File: config.mk
export PLATFORM = sky130hd
export DESIGN_NAME = prescaler_timer_flat
export DESIGN_NICKNAME = d
export VERILOG_FILES = /design/src/rtl/prescaler_timer_if.sv /design/src/rtl/prescaler_timer.sv /design/src/flat_wrapper.sv
export SDC_FILE = /design/constraint.sdc
export NUM_CORES = 1
export LEC_CHECK = 0
export ABC_AREA = 1
export BUFFER_PORTS_ARGS = -buffer_cell sky130_fd_sc_hd__buf_2
export CAP_MARGIN = 40
export CORE_MARGIN = 4
export CORE_UTILIZATION = 55
export CTS_CLUSTER_SIZE = 14
export DETAILED_ROUTE_END_ITERATION = 6
export PLACE_DENSITY = 0.82
export SLEW_MARGIN = 25
export SYNTH_ARGS = -nofsm -noshare
export SYNTH_HDL_FRONTEND = slang
export SYNTH_SLANG_ARGS = --single-unit
File: constraint.sdc
create_clock -name clk -period 2.8 [get_ports clk]
set_clock_uncertainty 0.2 [all_clocks]
set_input_delay 0.14 -clock clk [delete_from_list [all_inputs] [get_ports clk]]
set_output_delay 0.14 -clock clk [all_outputs]
set_load 0.01 [all_outputs]
File: src/rtl/prescaler_timer_if.sv
// Bus bundle for prescaler_timer: control/config inputs and registered status outputs.
// The master side drives control; the slave side is the timer itself.
interface prescaler_timer_if #(
    parameter int unsigned PRESCALE_W = 16,
    parameter int unsigned COUNT_W    = 32
);
    logic                  enable;
    logic                  start;
    logic                  stop;
    logic                  periodic;
    logic [PRESCALE_W-1:0] prescaler;
    logic [COUNT_W-1:0]    load_value;
    logic [COUNT_W-1:0]    compare;
    logic                  match_irq_en;
    logic                  irq_clr;
    logic [COUNT_W-1:0]    count;
    logic                  running;
    logic                  tick;
    logic                  match;
    logic                  expired;
    logic                  irq;

    modport master (
        output enable, start, stop, periodic, prescaler, load_value, compare,
               match_irq_en, irq_clr,
        input  count, running, tick, match, expired, irq
    );

    modport slave (
        input  enable, start, stop, periodic, prescaler, load_value, compare,
               match_irq_en, irq_clr,
        output count, running, tick, match, expired, irq
    );
endinterface

File: src/rtl/prescaler_timer.sv
// Prescaled down-counting timer with one-shot/periodic reload, compare match
// and a sticky interrupt. All outputs are registered.
module prescaler_timer #(
    parameter int unsigned PRESCALE_W = 16,
    parameter int unsigned COUNT_W    = 32
) (
    input logic              clk,
    input logic              rst,
    prescaler_timer_if.slave bus
);
    typedef enum logic {IDLE, RUN} state_t;

    state_t                state_q, state_d;
    logic [COUNT_W-1:0]    count_q, count_d;
    logic [PRESCALE_W-1:0] pcnt_q, pcnt_d;
    logic                  tick_q, tick_d;
    logic                  match_q, match_d;
    logic                  expired_q, expired_d;
    logic                  irq_q, irq_d;

    always_comb begin
        state_d   = state_q;
        count_d   = count_q;
        pcnt_d    = pcnt_q;
        tick_d    = 1'b0;
        match_d   = 1'b0;
        expired_d = 1'b0;
        irq_d     = irq_q;

        if (bus.stop) begin
            state_d = IDLE;
            pcnt_d  = '0;
        end else if (bus.start) begin
            state_d = RUN;
            count_d = bus.load_value;
            pcnt_d  = '0;
        end else if (state_q == RUN && bus.enable) begin
            // >= rather than == so a lowered prescaler fires immediately instead of wrapping
            if (pcnt_q >= bus.prescaler) begin
                pcnt_d = '0;
                tick_d = 1'b1;
                if (count_q != '0) begin
                    count_d = count_q - COUNT_W'(1);
                    match_d = (count_d == bus.compare);
                end else begin
                    expired_d = 1'b1;
                    if (bus.periodic) begin
                        count_d = bus.load_value;
                        match_d = (count_d == bus.compare);
                    end else begin
                        state_d = IDLE;
                    end
                end
            end else begin
                pcnt_d = pcnt_q + PRESCALE_W'(1);
            end
        end

        // A setting event outranks a simultaneous clear
        if (expired_d || (match_d && bus.match_irq_en))
            irq_d = 1'b1;
        else if (bus.irq_clr)
            irq_d = 1'b0;
    end

    always_ff @(posedge clk) begin
        if (rst) begin
            state_q   <= IDLE;
            count_q   <= '0;
            pcnt_q    <= '0;
            tick_q    <= 1'b0;
            match_q   <= 1'b0;
            expired_q <= 1'b0;
            irq_q     <= 1'b0;
        end else begin
            state_q   <= state_d;
            count_q   <= count_d;
            pcnt_q    <= pcnt_d;
            tick_q    <= tick_d;
            match_q   <= match_d;
            expired_q <= expired_d;
            irq_q     <= irq_d;
        end
    end

    assign bus.count   = count_q;
    assign bus.running = (state_q == RUN);
    assign bus.tick    = tick_q;
    assign bus.match   = match_q;
    assign bus.expired = expired_q;
    assign bus.irq     = irq_q;
endmodule

File: src/flat_wrapper.sv
// flat-port wrapper written by rule: the top's interface ports become plain ports
module prescaler_timer_flat 
#(
    parameter int unsigned PRESCALE_W = 16,
    parameter int unsigned COUNT_W    = 32
)
  (clk, rst, bus_enable, bus_start, bus_stop, bus_periodic, bus_prescaler, bus_load_value, bus_compare, bus_match_irq_en, bus_irq_clr, bus_count, bus_running, bus_tick, bus_match, bus_expired, bus_irq);
  prescaler_timer_if #(.PRESCALE_W(PRESCALE_W), .COUNT_W(COUNT_W)) bus_i ();
  input logic clk;
  input logic rst;
  input wire logic [$bits(bus_i.enable)-1:0] bus_enable;
  input wire logic [$bits(bus_i.start)-1:0] bus_start;
  input wire logic [$bits(bus_i.stop)-1:0] bus_stop;
  input wire logic [$bits(bus_i.periodic)-1:0] bus_periodic;
  input wire logic [$bits(bus_i.prescaler)-1:0] bus_prescaler;
  input wire logic [$bits(bus_i.load_value)-1:0] bus_load_value;
  input wire logic [$bits(bus_i.compare)-1:0] bus_compare;
  input wire logic [$bits(bus_i.match_irq_en)-1:0] bus_match_irq_en;
  input wire logic [$bits(bus_i.irq_clr)-1:0] bus_irq_clr;
  output wire logic [$bits(bus_i.count)-1:0] bus_count;
  output wire logic [$bits(bus_i.running)-1:0] bus_running;
  output wire logic [$bits(bus_i.tick)-1:0] bus_tick;
  output wire logic [$bits(bus_i.match)-1:0] bus_match;
  output wire logic [$bits(bus_i.expired)-1:0] bus_expired;
  output wire logic [$bits(bus_i.irq)-1:0] bus_irq;
  assign bus_i.enable = bus_enable;
  assign bus_i.start = bus_start;
  assign bus_i.stop = bus_stop;
  assign bus_i.periodic = bus_periodic;
  assign bus_i.prescaler = bus_prescaler;
  assign bus_i.load_value = bus_load_value;
  assign bus_i.compare = bus_compare;
  assign bus_i.match_irq_en = bus_match_irq_en;
  assign bus_i.irq_clr = bus_irq_clr;
  assign bus_count = bus_i.count;
  assign bus_running = bus_i.running;
  assign bus_tick = bus_i.tick;
  assign bus_match = bus_i.match;
  assign bus_expired = bus_i.expired;
  assign bus_irq = bus_i.irq;
  prescaler_timer #(.PRESCALE_W(PRESCALE_W), .COUNT_W(COUNT_W)) u_core (.clk(clk), .rst(rst), .bus(bus_i));
endmodule
; ---- Word level (Yosys, flattened, before mapping)
; Index checks and enable logic that the tools add are counted.
[totals]
regBits = 53
latchBits = 0
mem_bits_rw = 0
rom_bits = 0
inputBits = 88
n_memories = 0
[op_classes]
add_sub_neg = 2
mul = 0
n_div = 0
n_lt_le_gt_ge = 1
n_eq_ne = 4
n_shift = 0
n_mux = 25
bitwise_logic = 2
reduce_logical = 13
[op_table]
columns = operator, n
row1 = two-way mux 32 bit, 5
row2 = == test 32 bit, 2
row3 = nonzero test 32 bit, 1
row4 = "subtractor 32 x 1 -> 32 bit, second input constant", 1
row5 = two-way mux 1 bit, 19
row6 = "adder 16 x 1 -> 16 bit, second input constant", 1
row7 = greater-or-equal comparator 16 bit, 1
row8 = two-way mux 16 bit, 1
row9 = AND reduction 4 bit, 2
row10 = nonzero test 2 bit, 3
row11 = "inequality test 2 bit, second input constant", 2
row12 = OR reduction 4 bit, 1
row13 = nonzero test 3 bit, 1
row14 = OR reduction 3 bit, 1
row15 = logical AND 1 bit, 2
row16 = inverter 1 bit, 2
row17 = OR reduction 2 bit, 1
row18 = logical OR 1 bit, 1

; ---- Depth between registers and ports, before layout
; Gate-level depths: netlist of the first run.
[depth]
word_depth = 10
mapped_depth = 18

; ---- Worst setup path after synthesis of the first run
; No wires, ideal clock.
[synth_timing]
path_type = flip-flop to flip-flop
start = register u_core.count_q[0] (netlist: u_core.bus.count[0])
end = register u_core.irq_q (netlist: u_core.bus.irq)
setup_time_ps = 58
arrival_ps = 1921
setup_slack_ps = 621
stages_incl_launch_ff = 19
synth_period_minus_slack_ps = 2179
path_cell_list = dfxtp_1 > inv_1 > ha_1 > nand2_1 > nor2_2 > nand2_1 > nor2_1 > nand2_1 > nand2_1 > nand2_1 > nand2_1 > nand2_1 > nor2_1 > nand2_1 > nor2_1 > nand3_1 > nand2_1 > nand3_1 > nand2_1
[synth_between]
elab_chain_len = 10
elab_cells_between_ends = 17
cone_classes = 1 x add/sub / 1 x eq/ne / 11 x mux / 4 x reduce/logical
[synth_rtl]
columns = item, line_no
row1 = from (decl), prescaler_timer.sv:14  ; logic [COUNT_W-1:0] count_q, count_d;
row2 = from (signal assigned), prescaler_timer.sv:77  ; count_q <= count_d;
row3 = subtractor 32 x 1 -> 32 bit, prescaler_timer.sv:43  ; count_d = count_q - COUNT_W'(1);
row4 = == test 32 bit, prescaler_timer.sv:44  ; match_d = (count_d == bus.compare);
row5 = two-way mux 1 bit, prescaler_timer.sv:42  ; if (count_q != '0) begin
row6 = two-way mux 1 bit, prescaler_timer.sv:39  ; if (pcnt_q >= bus.prescaler) begin
row7 = two-way mux 1 bit, prescaler_timer.sv:37  ; end else if (state_q == RUN && bus.enable) begin
row8 = two-way mux 1 bit, prescaler_timer.sv:33  ; end else if (bus.start) begin
row9 = two-way mux 1 bit, prescaler_timer.sv:30  ; if (bus.stop) begin
row10 = logical AND 1 bit, prescaler_timer.sv:60  ; if (expired_d || (match_d && bus.match_irq_en))
row11 = logical OR 1 bit *, prescaler_timer.sv:60
row12 = two-way mux 1 bit or nonzero test 2 bit (tied branches), n/a
row13 = to (signal assigned), prescaler_timer.sv:82  ; irq_q <= irq_d;
row14 = to (decl), prescaler_timer.sv:19  ; logic irq_q, irq_d;
; Every way passes the cells marked *; elsewhere a longest branch is shown, timed or not.
; A chain may end at the register's enable or synchronous reset.

; ---- Final worst setup path of the first run
[layout_timing]
start = register u_core.count_q[16] (netlist: u_core.bus.count[16])
end = register u_core.irq_q (netlist: u_core.bus.irq)
; The elaborated chain is that of the path after synthesis.

==> impl_metrics.ini, run 1 <==
[hold_path]
hold_class = in2reg
hold_depth = 5
holdPathEnd = u_core.bus.count[15]
min_from = bus_load_value[15]

[clock_tree]
clk-insertion-delay-late_ns = 0.33
clock_sinks = 53
h-tree-depth = 2
numCtsBuffers = 5
cts_tree = built
clock_path_buffers = 2
cts_root_buf = clkbuf_8
path_clk_slew_ns = 0.11

[logic_synthesis]
syn_area_um2 = 5170
synth.distinct_cells = 42
avgSynthCellArea_um2 = 5.48
synth_top_family_by_area = simple AND/OR/NAND/NOR gates
synth_edf_count = 0
synth_xor_area_share_pct = 4.60
synthAdderAreaFrac_pct = 4.60
synthMuxAreaShare_pct = 0
yosysMostFrequentCell = nand2_1
synth_compound_area_share_pct = 9.51
synth_top_area_cell = nand2_1
ys_seq_area_share_pct = 20.5
synthesis.nets = 1050
async_flop_share_pct = 0
yosys-top-cells-count = nand2_1 (319), nor2_1 (187), inv_1 (115)
synth_top_area_share_pct = 23.2
synth_seq_cells = 53
yosys_warnings = 0
syn_inst = 943
dominantRegCellSynth = dfxtp_1
yosys-top-cells-area = nand2_1 (23%), dfxtp_1 (21%), nor2_1 (14%), inv_1 (8.3%), nand3_1 (6.7%)
synthSimpleGateAreaFrac_pct = 50.1

[floorplan]
num_io_pins = 125
num_rows = 35
coreArea_um2 = 9200
dieArea_um2 = 11000
die_height_um = 105
initial_core_util_pct = 56.2
chipWidth_um = 105

[worst_setup_path]
crit_arrival_ns = 2.67
worst-setup-path-type = reg2reg
critPathCaptureType = register
r2r-start = u_core.bus.count[16]
r2r_slack_ns = 0.19
required_ns = 2.87
worst_setup_path_start_kind = register
ff2ff_path_depth = 15
reg2reg_to = u_core.bus.irq
cp_max_fo = 5

[sta]
fmaxAchievable_ghz = 0.384
fin_crit_ns = 2.61
setup-violations-final = 0
maxSlewHeadroom_pct = 53.6
grt_setup_unrepaired = yes
hold_slack_ns = -0.00210
setup_slack_ns = 0.193
hold_violations = 1
period_share_pct = 93.1
report.final.slew_viol_count = 0
tightest_slew_ns = 0.696

[power]
p_leak_nw = 3.45
p_total_mw = 2.30
ir_worst_vdd_mv = 0.209
powerDensity_nw_per_um2 = 374

[cells_and_area]
syn_to_final_growth_pct = 19.1
layout.nets = 1187
diodes = 0
multiInputGateArea_um2 = 3580
drive_gt1_share_pct = 15.4
nFillCells = 923
regArea_um2 = 1060

[routing]
drt_iter0_markers = 465
wire_per_inst_um = 16.0
wl_mm = 19.1
vias = 6451
drc_errors = 0
first_pass_iters = 5
drtAntennaViolNets = 0
via_per_inst = 5.41
highest_layer = met4
wl_met1_mm = 7.99
routed-wl-met2_mm = 8.53
wl_met3_mm = 1.64

[outcome]
status = complete, but fails checks
violations = negative hold slack

[placed_design]
globalplace.congestion = 1.07
pre_cts_slack_ns = 0.0360
portBuffers = 124
hpwl_mm = 15.5

[global_routing]
grt_max_degree = 65
grt_pass1_wl_mm = 30.0
grt_pass1_vias = 5957
overflow = 0
grt_usage_pct = 33.9
antenna_found_initial = 0

[job]
max-cap-violations = 0
worst max-delay path: stages (launching register included):
cell     delay (ns)
dfxtp_1        0.38
nor2_1         0.21
nand2_1        0.16
nor2_1         0.35
nand2_1        0.22
o21ai_1        0.20
nand2_1        0.09
nand2_1        0.10
nand2_1        0.07
nor2_1         0.08
nand2_1        0.07
nor2_1         0.11
nand3_1        0.11
nand2_1        0.08
nand3_1        0.07
nand2_1        0.06
final cells by class:
type / count / share of cell area [%]
flip-flops and latches: 53 / 17.3
clock inverters: 3 / 0.345
multi-input cells: 755 / 58.1
repair buffers: 147 / 13.7
clock buffers: 5 / 1.12
well taps: 111 / 2.26
inverters: 118 / 7.19
where the power goes:
group | internal, mW | leakage, nW | switching, mW
Sequential | 0.787 | 0.434 | 0.0525
Combinational | 0.338 | 2.97 | 0.648
Clock | 0.179 | 0.0445 | 0.299
Total | 1.30 | 3.45 | 0.999
cell families (layout without fill, tap and decap cells):
logic type                 after synthesis  in the layout
and+or+nand+nor                        629            629
xor gates and xnor gates                24             24
adders and majority gates               19             19
DFF                                     53             53
buffers and inverters                  135            273
AOI/OAI and AO/OA                       83             83
cells in the final DEF (no fill, tap or decap), types with 16 or more instances in the layout:
cell type and count:
dfxtp_1 52, inv_1 113, xor2_1 16, buf_2 124, ha_1 19, o21ai_0 29
nand3_1 69, a21oi_1 17, nor2_1 186, nand2_1 316
per-layer routing:
layer	vias up	track usage, %
li1	3255	-
met4	0	14.6
met5	-	0
met1	2842	44.1
met3	56	4.76
met2	298	56.0
through the flow:
| stage | setup TNS [ns] | hold WS [ns] | cell area, µm² | std cells | util [%] |
|---|---|---|---|---|---|
| 6_report | 0 | -0.00210 | 6160 | 1192 | 67.0 |
| 5_1_grt | -0.00264 | 0.0442 | 6160 | 1192 | 67.0 |
| 4_1_cts | 0 | 0.00277 | 6130 | 1191 | 66.7 |
| 3_5_place_dp | 0 | 0.137 | 5930 | 1172 | 64.5 |
| 3_3_place_gp | 0 | 0.142 | 5930 | 1172 | 64.5 |
| 2_1_floorplan | 0 | 0.0168 | 5170 | 943 | - |
registers in the layout (all words and copies together) (netlist names):
register	count
u_core.bus.irq	1
u_core.bus.count	32
u_core.bus.expired	1
u_core.bus.match	1
u_core.bus.tick	1
u_core.pcnt_q	16
u_core.bus.running	1
worst max path at each step:
stage / start / endpoint / slack (ns) / depth (start not counted)
after floorplan: u_core.bus.count[0] / u_core.bus.irq / 0.62 / 18
after global placement: u_core.bus.count[0] / u_core.bus.match / 0.11 / 16
after detailed placement: u_core.bus.count[0] / u_core.bus.match / 0.04 / 16
after CTS: u_core.bus.count[0] / u_core.bus.match / 0.07 / 16
after global routing: u_core.bus.count[0] / u_core.bus.irq / -0.003 / 16
final: u_core.bus.count[16] / u_core.bus.irq / 0.19 / 15
timing repair:
| action | 4_1_cts | 5_1_grt |
|---|---|---|
| endpoints found under the setup margin | 1 | 3 |
| setup buffers | 0 | 1 |
| gates resized for setup | 1 | 9 |
| endpoints found under the hold margin | 8 | 0 |
| pin swaps | 0 | 2 |
| hold buffers | 11 | 0 |
No activity file was read; power rests on OpenSTA's default activity.
==> run 2: changes to the inputs <==
Settings changed: HOLD_SLACK_MARGIN set to 0.02.
==> run 2 against run 1 <==
The run now ends clean; final cell count increased by 0.42%; routed wire length is 0.26% higher; clock-buffer cell count did not move; combinational power increased by 0.6%; sequential power hardly changed; clock power is essentially flat; die area did not move; first-iteration DRC count increased by 5.8%; power increased by 0.37%; via count grew 1.0%; register-to-register slack got worse by 0.03 ns; critical path type unchanged.
==> impl_metrics.ini, run 2 (synthesized netlist as in run 1, its figures left out) <==
[sta]
period_share_pct = 94.2
fmaxAchievable_ghz = 0.379
hold_slack_ns = 0.0314
setup-violations-final = 0
hold_violations = 0
maxSlewHeadroom_pct = 51.2
grt_setup_unrepaired = yes
fin_crit_ns = 2.64
tightest_slew_ns = 0.732
fin_tns_setup_ns = 0
report.final.slew_viol_count = 0

[cells_and_area]
diodes = 0
largest_reg_flops = 32
multiInputGateArea_um2 = 3580
layout.nets = 1192
nFillCells = 917
drive_gt1_share_pct = 15.4
regArea_um2 = 1060
fin_cells = 1197
syn_to_final_growth_pct = 20.1
mostFrequentLayoutCells = nand2_1 (316), nor2_1 (186), buf_2 (124)
mostFrequentLayoutCell = nand2_1

[clock_tree]
numCtsBuffers = 5
clock_path_buffers = 2
path_clk_slew_ns = 0.11
h-tree-depth = 2
cts_tree = built
clock_sinks = 53
clk-insertion-delay-late_ns = 0.33
cts_root_buf = clkbuf_8

[global_routing]
grt_max_degree = 65
overflow = 0
grt_pass1_vias = 5999
grt_usage_pct = 34.1
antenna_found_initial = 0
grt_pass1_wl_mm = 30.1

[power]
p_leak_nw = 3.47
powerDensity_nw_per_um2 = 372
ir_worst_vdd_mv = 0.213

[worst_setup_path]
worst_setup_path_start_kind = register
critPathCaptureType = register
r2r_slack_ns = 0.16
worst-setup-path-type = reg2reg
crit_arrival_ns = 2.70
required_ns = 2.87
cp_max_fo = 5

[routing]
vias = 6517
drt_iter0_markers = 492
wire_per_inst_um = 16.0
drc_errors = 0
first_pass_iters = 5
drtAntennaViolNets = 0
wl_mm = 19.1
via_per_inst = 5.44

[floorplan]
num_io_pins = 125
coreArea_um2 = 9200
dieArea_um2 = 11000
chipWidth_um = 105
initial_core_util_pct = 56.2
num_rows = 35
die_height_um = 105

[placed_design]
hpwl_mm = 15.5
globalplace.congestion = 1.07
dp.cells = 1172
portBuffers = 124

[job]
max-cap-violations = 0

[outcome]
status = completed

[hold_path]
hold_class = in2reg
==> run 2: through the flow <==
step	worst slack [ns]	cell area [µm²]	util [%]	total power, mW
2_1_floorplan	0.621	5170	-	1.44
3_3_place_gp	0.111	5930	64.5	1.79
3_5_place_dp	0.0360	5930	64.5	1.79
4_1_cts	0.0697	6180	67.2	2.28
5_1_grt	-0.00264	6210	67.5	2.46
6_report	0.163	6210	67.5	2.31
==> run 2: worst paths after layout <==
path,startpoint,end,cells past startpoint
min reg2reg,u_core.pcnt_q[0],u_core.pcnt_q[0],2
max,u_core.bus.count[16],u_core.bus.irq,15
min,bus_load_value[26],u_core.bus.count[26],5
max reg2reg,u_core.bus.count[16],u_core.bus.irq,15
==> run 2: metal layers <==
metal	share of wire (%)	global-route usage, %	routed length, µm	up-vias
met1	42	43.8	8050	2892
met5	0	0	0	-
li1	-	-	-	3266
met4	4.4	15.5	851	0
met2	45	56.1	8630	311
met3	8.4	5.25	1600	48
==> run 2: final cells by class <==
cell class | instances | area share, %
repair buffers | 152 | 14.4
well taps | 111 | 2.24
clock inverters | 3 | 0.343
inverters | 118 | 7.14
clock buffers | 5 | 1.11
flip-flops and latches | 53 | 17.1
multi-input cells | 755 | 57.6
==> run 2: report_power, final <==
part / switching [mW] / total (mW) / leakage (nW) / internal [mW]
registers: 0.0529 / 0.840 / 0.434 / 0.787
clock network: 0.301 / 0.480 / 0.0445 / 0.179
logic: 0.649 / 0.992 / 2.99 / 0.343
==> run 2: repair_timing <==
action,in CTS,in global routing
pin swaps,0,2
setup buffers,0,1
gates resized for setup,1,9
hold endpoints to repair,13,0
endpoints found under the setup margin,1,3
hold buffers,16,0
==> run 2: critical path, cell delays in order, from the launching register on <==
cell and delay (ns):
dfxtp_1 0.38, nor2_1 0.21, nand2_1 0.17, nor2_1 0.36, nand2_1 0.21, o21ai_1 0.20
nand2_1 0.09, nand2_1 0.10, nand2_1 0.07, nor2_1 0.08, nand2_1 0.07, nor2_1 0.11
nand3_1 0.12, nand2_1 0.08, nand3_1 0.06, nand2_1 0.06
